$ cat config.mk
export PLATFORM = sky130hd
export DESIGN_NAME = nn_mem_sched
export DESIGN_NICKNAME = d
export VERILOG_FILES = /design/src/rtl/nn_mem_pkg.sv /design/src/rtl/rd_lat_pipe.sv /design/src/rtl/nn_mem_sched.sv
export SDC_FILE = /design/constraint.sdc
export NUM_CORES = 1
export LEC_CHECK = 0
export ABC_CLOCK_PERIOD_IN_PS = 1900
export BUFFER_PORTS_ARGS = -buffer_cell sky130_fd_sc_hd__buf_2
export CELL_PAD_IN_SITES_DETAIL_PLACEMENT = 1
export CELL_PAD_IN_SITES_GLOBAL_PLACEMENT = 2
export CORE_ASPECT_RATIO = 1.25
export CORE_MARGIN = 8
export CORE_UTILIZATION = 14
export DETAILED_ROUTE_END_ITERATION = 16
export HOLD_SLACK_MARGIN = 0.03
export PLACE_DENSITY = 0.83
export SYNTH_ARGS = -nofsm -noshare
export SYNTH_HDL_FRONTEND = slang
export SYNTH_HIERARCHICAL = 1
export SYNTH_SLANG_ARGS = --single-unit
export TNS_END_PERCENT = 10
$ cat constraint.sdc
create_clock -name clk -period 1.9 [get_ports clk]
set_input_delay 0.285 -clock clk [delete_from_list [all_inputs] [get_ports clk]]
set_output_delay 0.285 -clock clk [all_outputs]
set_load 0.02 [all_outputs]
$ cat src/rtl/nn_mem_pkg.sv
// Shared types and default sizes for the neural-net memory sequencer.
package nn_mem_pkg;

    localparam int NUM_ADDR_D = 5;
    localparam int DATA_W_D   = 32;

    typedef enum logic [1:0] {
        IDLE  = 2'd0,
        WRITE = 2'd1,
        READ  = 2'd2,
        DRAIN = 2'd3
    } mem_st_t;

endpackage

$ cat src/rtl/rd_lat_pipe.sv
// RD_LAT-deep delay line that tracks {valid, addr} of issued reads until
// the SRAM returns the matching word.
module rd_lat_pipe #(
    parameter int RD_LAT = 1,
    parameter int ADDR_W = 5
) (
    input  logic              clk,
    input  logic              rst,
    input  logic              i_valid,
    input  logic [ADDR_W-1:0] i_addr,
    output logic              o_valid,
    output logic [ADDR_W-1:0] o_addr
);

    logic [RD_LAT-1:0] r_valid;
    logic [ADDR_W-1:0] r_addr [RD_LAT];

    // NOTE: the address stages are cleared as well as the valids, since
    // rd_addr is a visible output that must read 0 straight after reset.
    always_ff @(posedge clk) begin
        if (rst) begin
            r_valid <= '0;
            for (int i = 0; i < RD_LAT; i++) begin
                r_addr[i] <= '0;
            end
        end else begin
            r_valid[0] <= i_valid;
            r_addr[0]  <= i_addr;
            for (int i = 1; i < RD_LAT; i++) begin
                r_valid[i] <= r_valid[i-1];
                r_addr[i]  <= r_addr[i-1];
            end
        end
    end

    assign o_valid = r_valid[RD_LAT-1];
    assign o_addr  = r_addr[RD_LAT-1];

endmodule

$ cat src/rtl/nn_mem_sched.sv
// Sequencer for one single-port kernel/weight SRAM: full-image write on
// learn, full sweep read with valid strobe on classify.
module nn_mem_sched
    import nn_mem_pkg::*;
#(
    parameter int NUM_ADDR = NUM_ADDR_D,
    parameter int DATA_W   = DATA_W_D,
    parameter int RD_LAT   = 1
) (
    input  logic                clk,
    input  logic                rst,
    input  logic                learn,
    input  logic                classify,
    input  logic [DATA_W-1:0]   wr_data,
    input  logic                wr_valid,
    output logic                wr_ready,
    input  logic [DATA_W-1:0]   mem_q,
    output logic [NUM_ADDR-1:0] mem_add,
    output logic [DATA_W-1:0]   mem_din,
    output logic                mem_csb,
    output logic                mem_web,
    output logic                mem_oeb,
    output logic [DATA_W-1:0]   rd_data,
    output logic [NUM_ADDR-1:0] rd_addr,
    output logic                rd_valid,
    output logic                busy,
    output logic                done
);

    localparam logic [NUM_ADDR-1:0] LAST_ADDR  = '1;
    localparam int                  DRN_W      = (RD_LAT > 1) ? $clog2(RD_LAT) : 1;
    localparam logic [DRN_W-1:0]    DRAIN_LAST = DRN_W'(RD_LAT - 1);

    mem_st_t             r_state, w_state_nxt;
    logic [NUM_ADDR-1:0] r_cnt, w_cnt_nxt;
    logic [DRN_W-1:0]    r_drain, w_drain_nxt;
    logic                r_done, w_done_nxt;
    logic                w_wr_hs;
    logic                w_rd_issue;

    // NOTE: sequential state uses non-blocking assignments only, so every
    // register samples the pre-edge values regardless of statement order.
    always_ff @(posedge clk) begin
        if (rst) begin
            r_state <= IDLE;
            r_cnt   <= '0;
            r_drain <= '0;
            r_done  <= 1'b0;
        end else begin
            r_state <= w_state_nxt;
            r_cnt   <= w_cnt_nxt;
            r_drain <= w_drain_nxt;
            r_done  <= w_done_nxt;
        end
    end

    // NOTE: every output of this block gets a default first, so no path
    // leaves a signal unassigned and no latch is inferred.
    always_comb begin
        w_state_nxt = r_state;
        w_cnt_nxt   = r_cnt;
        w_drain_nxt = r_drain;
        w_done_nxt  = 1'b0;
        w_wr_hs     = 1'b0;
        w_rd_issue  = 1'b0;
        case (r_state)
            IDLE: begin
                if (learn) begin
                    w_state_nxt = WRITE;
                    w_cnt_nxt   = '0;
                end else if (classify) begin
                    w_state_nxt = READ;
                    w_cnt_nxt   = '0;
                end
            end
            WRITE: begin
                w_wr_hs = wr_valid;
                if (wr_valid) begin
                    w_cnt_nxt = r_cnt + 1'b1;
                    if (r_cnt == LAST_ADDR) begin
                        w_state_nxt = IDLE;
                        w_done_nxt  = 1'b1;
                    end
                end
            end
            READ: begin
                w_rd_issue = 1'b1;
                w_cnt_nxt  = r_cnt + 1'b1;
                if (r_cnt == LAST_ADDR) begin
                    w_state_nxt = DRAIN;
                    w_drain_nxt = '0;
                end
            end
            DRAIN: begin
                // Wait out the SRAM latency so done follows the last rd_valid.
                if (r_drain == DRAIN_LAST) begin
                    w_state_nxt = IDLE;
                    w_done_nxt  = 1'b1;
                end else begin
                    w_drain_nxt = r_drain + 1'b1;
                end
            end
            default: w_state_nxt = IDLE;
        endcase
    end

    assign mem_csb  = ~(w_wr_hs | w_rd_issue);
    assign mem_web  = ~w_wr_hs;
    assign mem_oeb  = ~w_rd_issue;
    assign mem_add  = (w_wr_hs | w_rd_issue) ? r_cnt : '0;
    assign mem_din  = w_wr_hs ? wr_data : '0;
    assign wr_ready = (r_state == WRITE);
    assign busy     = (r_state != IDLE);
    assign done     = r_done;
    assign rd_data  = mem_q;

    rd_lat_pipe #(
        .RD_LAT (RD_LAT),
        .ADDR_W (NUM_ADDR)
    ) u_rd_lat_pipe (
        .clk     (clk),
        .rst     (rst),
        .i_valid (w_rd_issue),
        .i_addr  (r_cnt),
        .o_valid (rd_valid),
        .o_addr  (rd_addr)
    );

endmodule
==> run summary <==
Total GRT Usage -> 0.0685
Reg clk slew, reported paths -> 0.05 ns
Non-filler instance count after layout -> 299
Tmin final -> 1.81 ns
Worst slew pin tran -> 0.569 ns
Post-route antenna net violation count -> 0
Worst setup EP type -> primary output
Utilization after layout -> 0.181
Peak Freq -> 551 MHz
# setup viols final -> 0
Cell Area, Placed -> 1490 um^2
Sink Count -> 14
Critical path launch point type -> flip-flop
CP max stage delay -> 0.38 ns
Switch share -> 0.449
Register area share after synthesis -> 0.233
Post-synth top area share -> 0.233
Layout cells sized above 1 -> 0.497
VDD IR-drop max -> 0.263 mV
Min-delay worst type -> in2reg
Lkg Pwr -> 0.910 nW
Syn Nets -> 225
Clock Latency Late Sink -> 0.24 ns
Post-DP HPWL -> 3.67 mm
Simple logic cell fraction of the synthesized area -> 0.308
Initial Util -> 0.141
DR WL/cell -> 14.4 um
Clock buffer depth -> 2
Wire length of the first global-routing pass -> 6.64 mm
Width of the die -> 98.8 um
DRC Markers -> 0
Delay-heaviest family, CP -> flip-flops
Chip height -> 120 um
Core area -> 8510 um^2
Complex-gate fraction of the synthesized area -> 0.0938
Post-CTS Setup Repair Bufs -> 0
Pwr dens -> 1000 nW/um^2
Top cell type by total area after synthesis -> dfxtp_1
NumNets Final -> 277
Mapped Cells -> 149
CP arrival -> 1.53 ns
Vias per cell -> 4.06
WS Path Type -> reg2out
Switch Pwr -> 695 uW
Ports -> 150
Post-synth design cell area -> 1200 um^2
CTS buffer count -> 3
Period utilisation layout -> 0.955
Commonest cells post-synth -> buf_4 (33), and3_1 (32), dfxtp_1 (14), inv_1 (9), nor2b_1 (9)
Remaining global-route overflow -> 0
Final Hold Viols -> 0
Buf/Inv on CP -> 2
Post-synth EDFFs -> 0
GP Congestion -> 0.719
FP Rows -> 38
Pwr Total -> 1.55 mW
XOR/XNOR share of the synthesized area -> 0
Syn Area/Cell -> 8.06 um^2
Yosys warns -> 6
CTS tree -> done
Die Footprint -> 11800 um^2
Pin count of the biggest net entering global routing -> 26
Initial antenna violation count -> 0
Skew final -> 0.00182 ns
Slowest CP cell -> dfxtp_1
Vias -> 1214
Clock power share -> 0.152
Mux cell area share after synthesis -> 0.0260
Combinational fraction of design power -> 0.598
Post-Synth Adder-Cell Area -> 0.0729
Root buf cell -> clkbuf_8
Crit path max fanout -> 6
Top-count cell post-synth -> buf_4
Max cap viols -> 0
Total iterations of the first detailed-routing run -> 3
Max_slew headroom -> 0.619
Status -> finished, final reports clean
Internal -> 852 uW
Initial drt markers -> 20
Slew Viols, Final -> 0
Fillers -> 1036
DP Cell Count -> 296
Sequential power share -> 0.249
Flops & latches, synth -> 14
Critical Path RT -> 1.62 ns
Setup TNS -> 0 ns
Top_reg_cell synth -> dfxtp_1
Number of buffers added on ports -> 85
Ranking of synthesized cells by area -> dfxtp_1 (23%), buf_4 (21%), and3_1 (17%)
Post-route cell area -> 1540 um^2
Largest family of logic cells by synthesized area -> simple AND/OR/NAND/NOR gates
Async set-reset flop share out of synthesis -> 0
Synth unique cells -> 28
P&R area growth vs syn -> 28.3%
N_diodes -> 0
RSZ-0062 raised after global routing -> yes
CP Cell Sequence -> inv_1 -> ha_1 -> a21oi_2 -> nor2b_1 -> buf_2
WL final -> 4.30 mm
Vias in the first global route -> 1352
Clock H-tree levels -> 1
[area by class of cell]
type,instances,area (um^2),area share
tap,100,125,0.0812
sequential,14,282,0.183
timing repair buffer,88,452,0.293
inverter,9,33.8,0.0219
clock buffer,3,41.3,0.0268
multi-input combinational,85,608,0.394
[power groups by stage]
stage / clock network [mW] / registers [mW] / logic, mW
2_1_floorplan: 0 / 0.396 / 0.724
3_3_place_gp: 0 / 0.382 / 0.921
3_5_place_dp: 0 / 0.389 / 0.931
4_1_cts: 0.248 / 0.383 / 0.937
5_1_grt: 0.257 / 0.392 / 1.02
6_report: 0.236 / 0.385 / 0.925
[registers in the layout, indices dropped and copies added, names as in the netlist]
| register | cells |
|---|---|
| r_cnt | 5 |
| u_rd_lat_pipe/r_addr | 5 |
| done | 1 |
| r_state | 2 |
| u_rd_lat_pipe/o_valid | 1 |
[cells in the final DEF, fill, tap and decap left out, drive strengths merged, types with 3 or more instances in the layout]
master,n
buf,88
and3,32
dfxtp,14
nor2b,10
inv,9
nand2,7
ha,7
a21oi,4
nor2,3
clkbuf,3
o31ai,3
[metal layers]
layer | global-route usage | vias up | part of all wire
met2 | 0.126 | 73 | 0.50
met1 | 0.0608 | 538 | 0.35
met3 | 0.0301 | 24 | 0.12
li1 | - | 579 | -
met4 | 0.0395 | 0 | 0.033
met5 | 0 | - | 0
[kinds of logic after synthesis]
| kind of cell | after synthesis |
|---|---|
| AOI/OAI and AO/OA | 15 |
| adders and majority gates | 7 |
| buffers and inverters | 50 |
| DFF | 14 |
| muxes | 3 |
| and+or+nand+nor | 60 |
[per-stage QoR]
stage | setup slack [ns] | hold WS, ns
after global routing | 0.000248 | 0.409
after detailed placement | 0.137 | 0.472
final | 0.0855 | 0.396
after floorplan | 0.174 | 0.357
after global placement | 0.230 | 0.466
after CTS | 0.00719 | 0.394
[worst register-to-register path, delay by kind of cell (launching register included)]
family / cells / cell delay [ns]
AOI/OAI and AO/OA: 1 / 0.20
adders and majority gates: 1 / 0.22
buffers and inverters: 1 / 0.10
DFF: 1 / 0.38
and+or+nand+nor: 2 / 0.77
[path summary, 6_finish.rpt]
| kind | start | endpoint | slack (ns) | depth (start not counted) |
|---|---|---|---|---|
| worst max-delay path | r_state[0] | mem_add[0] | 0.09 | 5 |
| worst min-delay path | rst | u_rd_lat_pipe/r_addr[0][3] | 0.40 | 2 |
| worst max register to register | r_state[0] | r_cnt[0] | 0.15 | 5 |
| worst min register to register | r_cnt[3] | u_rd_lat_pipe/r_addr[0][3] | 0.48 | 1 |
[repair_timing]
action,4_1_cts,5_1_grt
gates resized for setup,0,3
hold buffers,0,0
setup endpoints to repair,0,29
(Power assumes the default switching activity.)
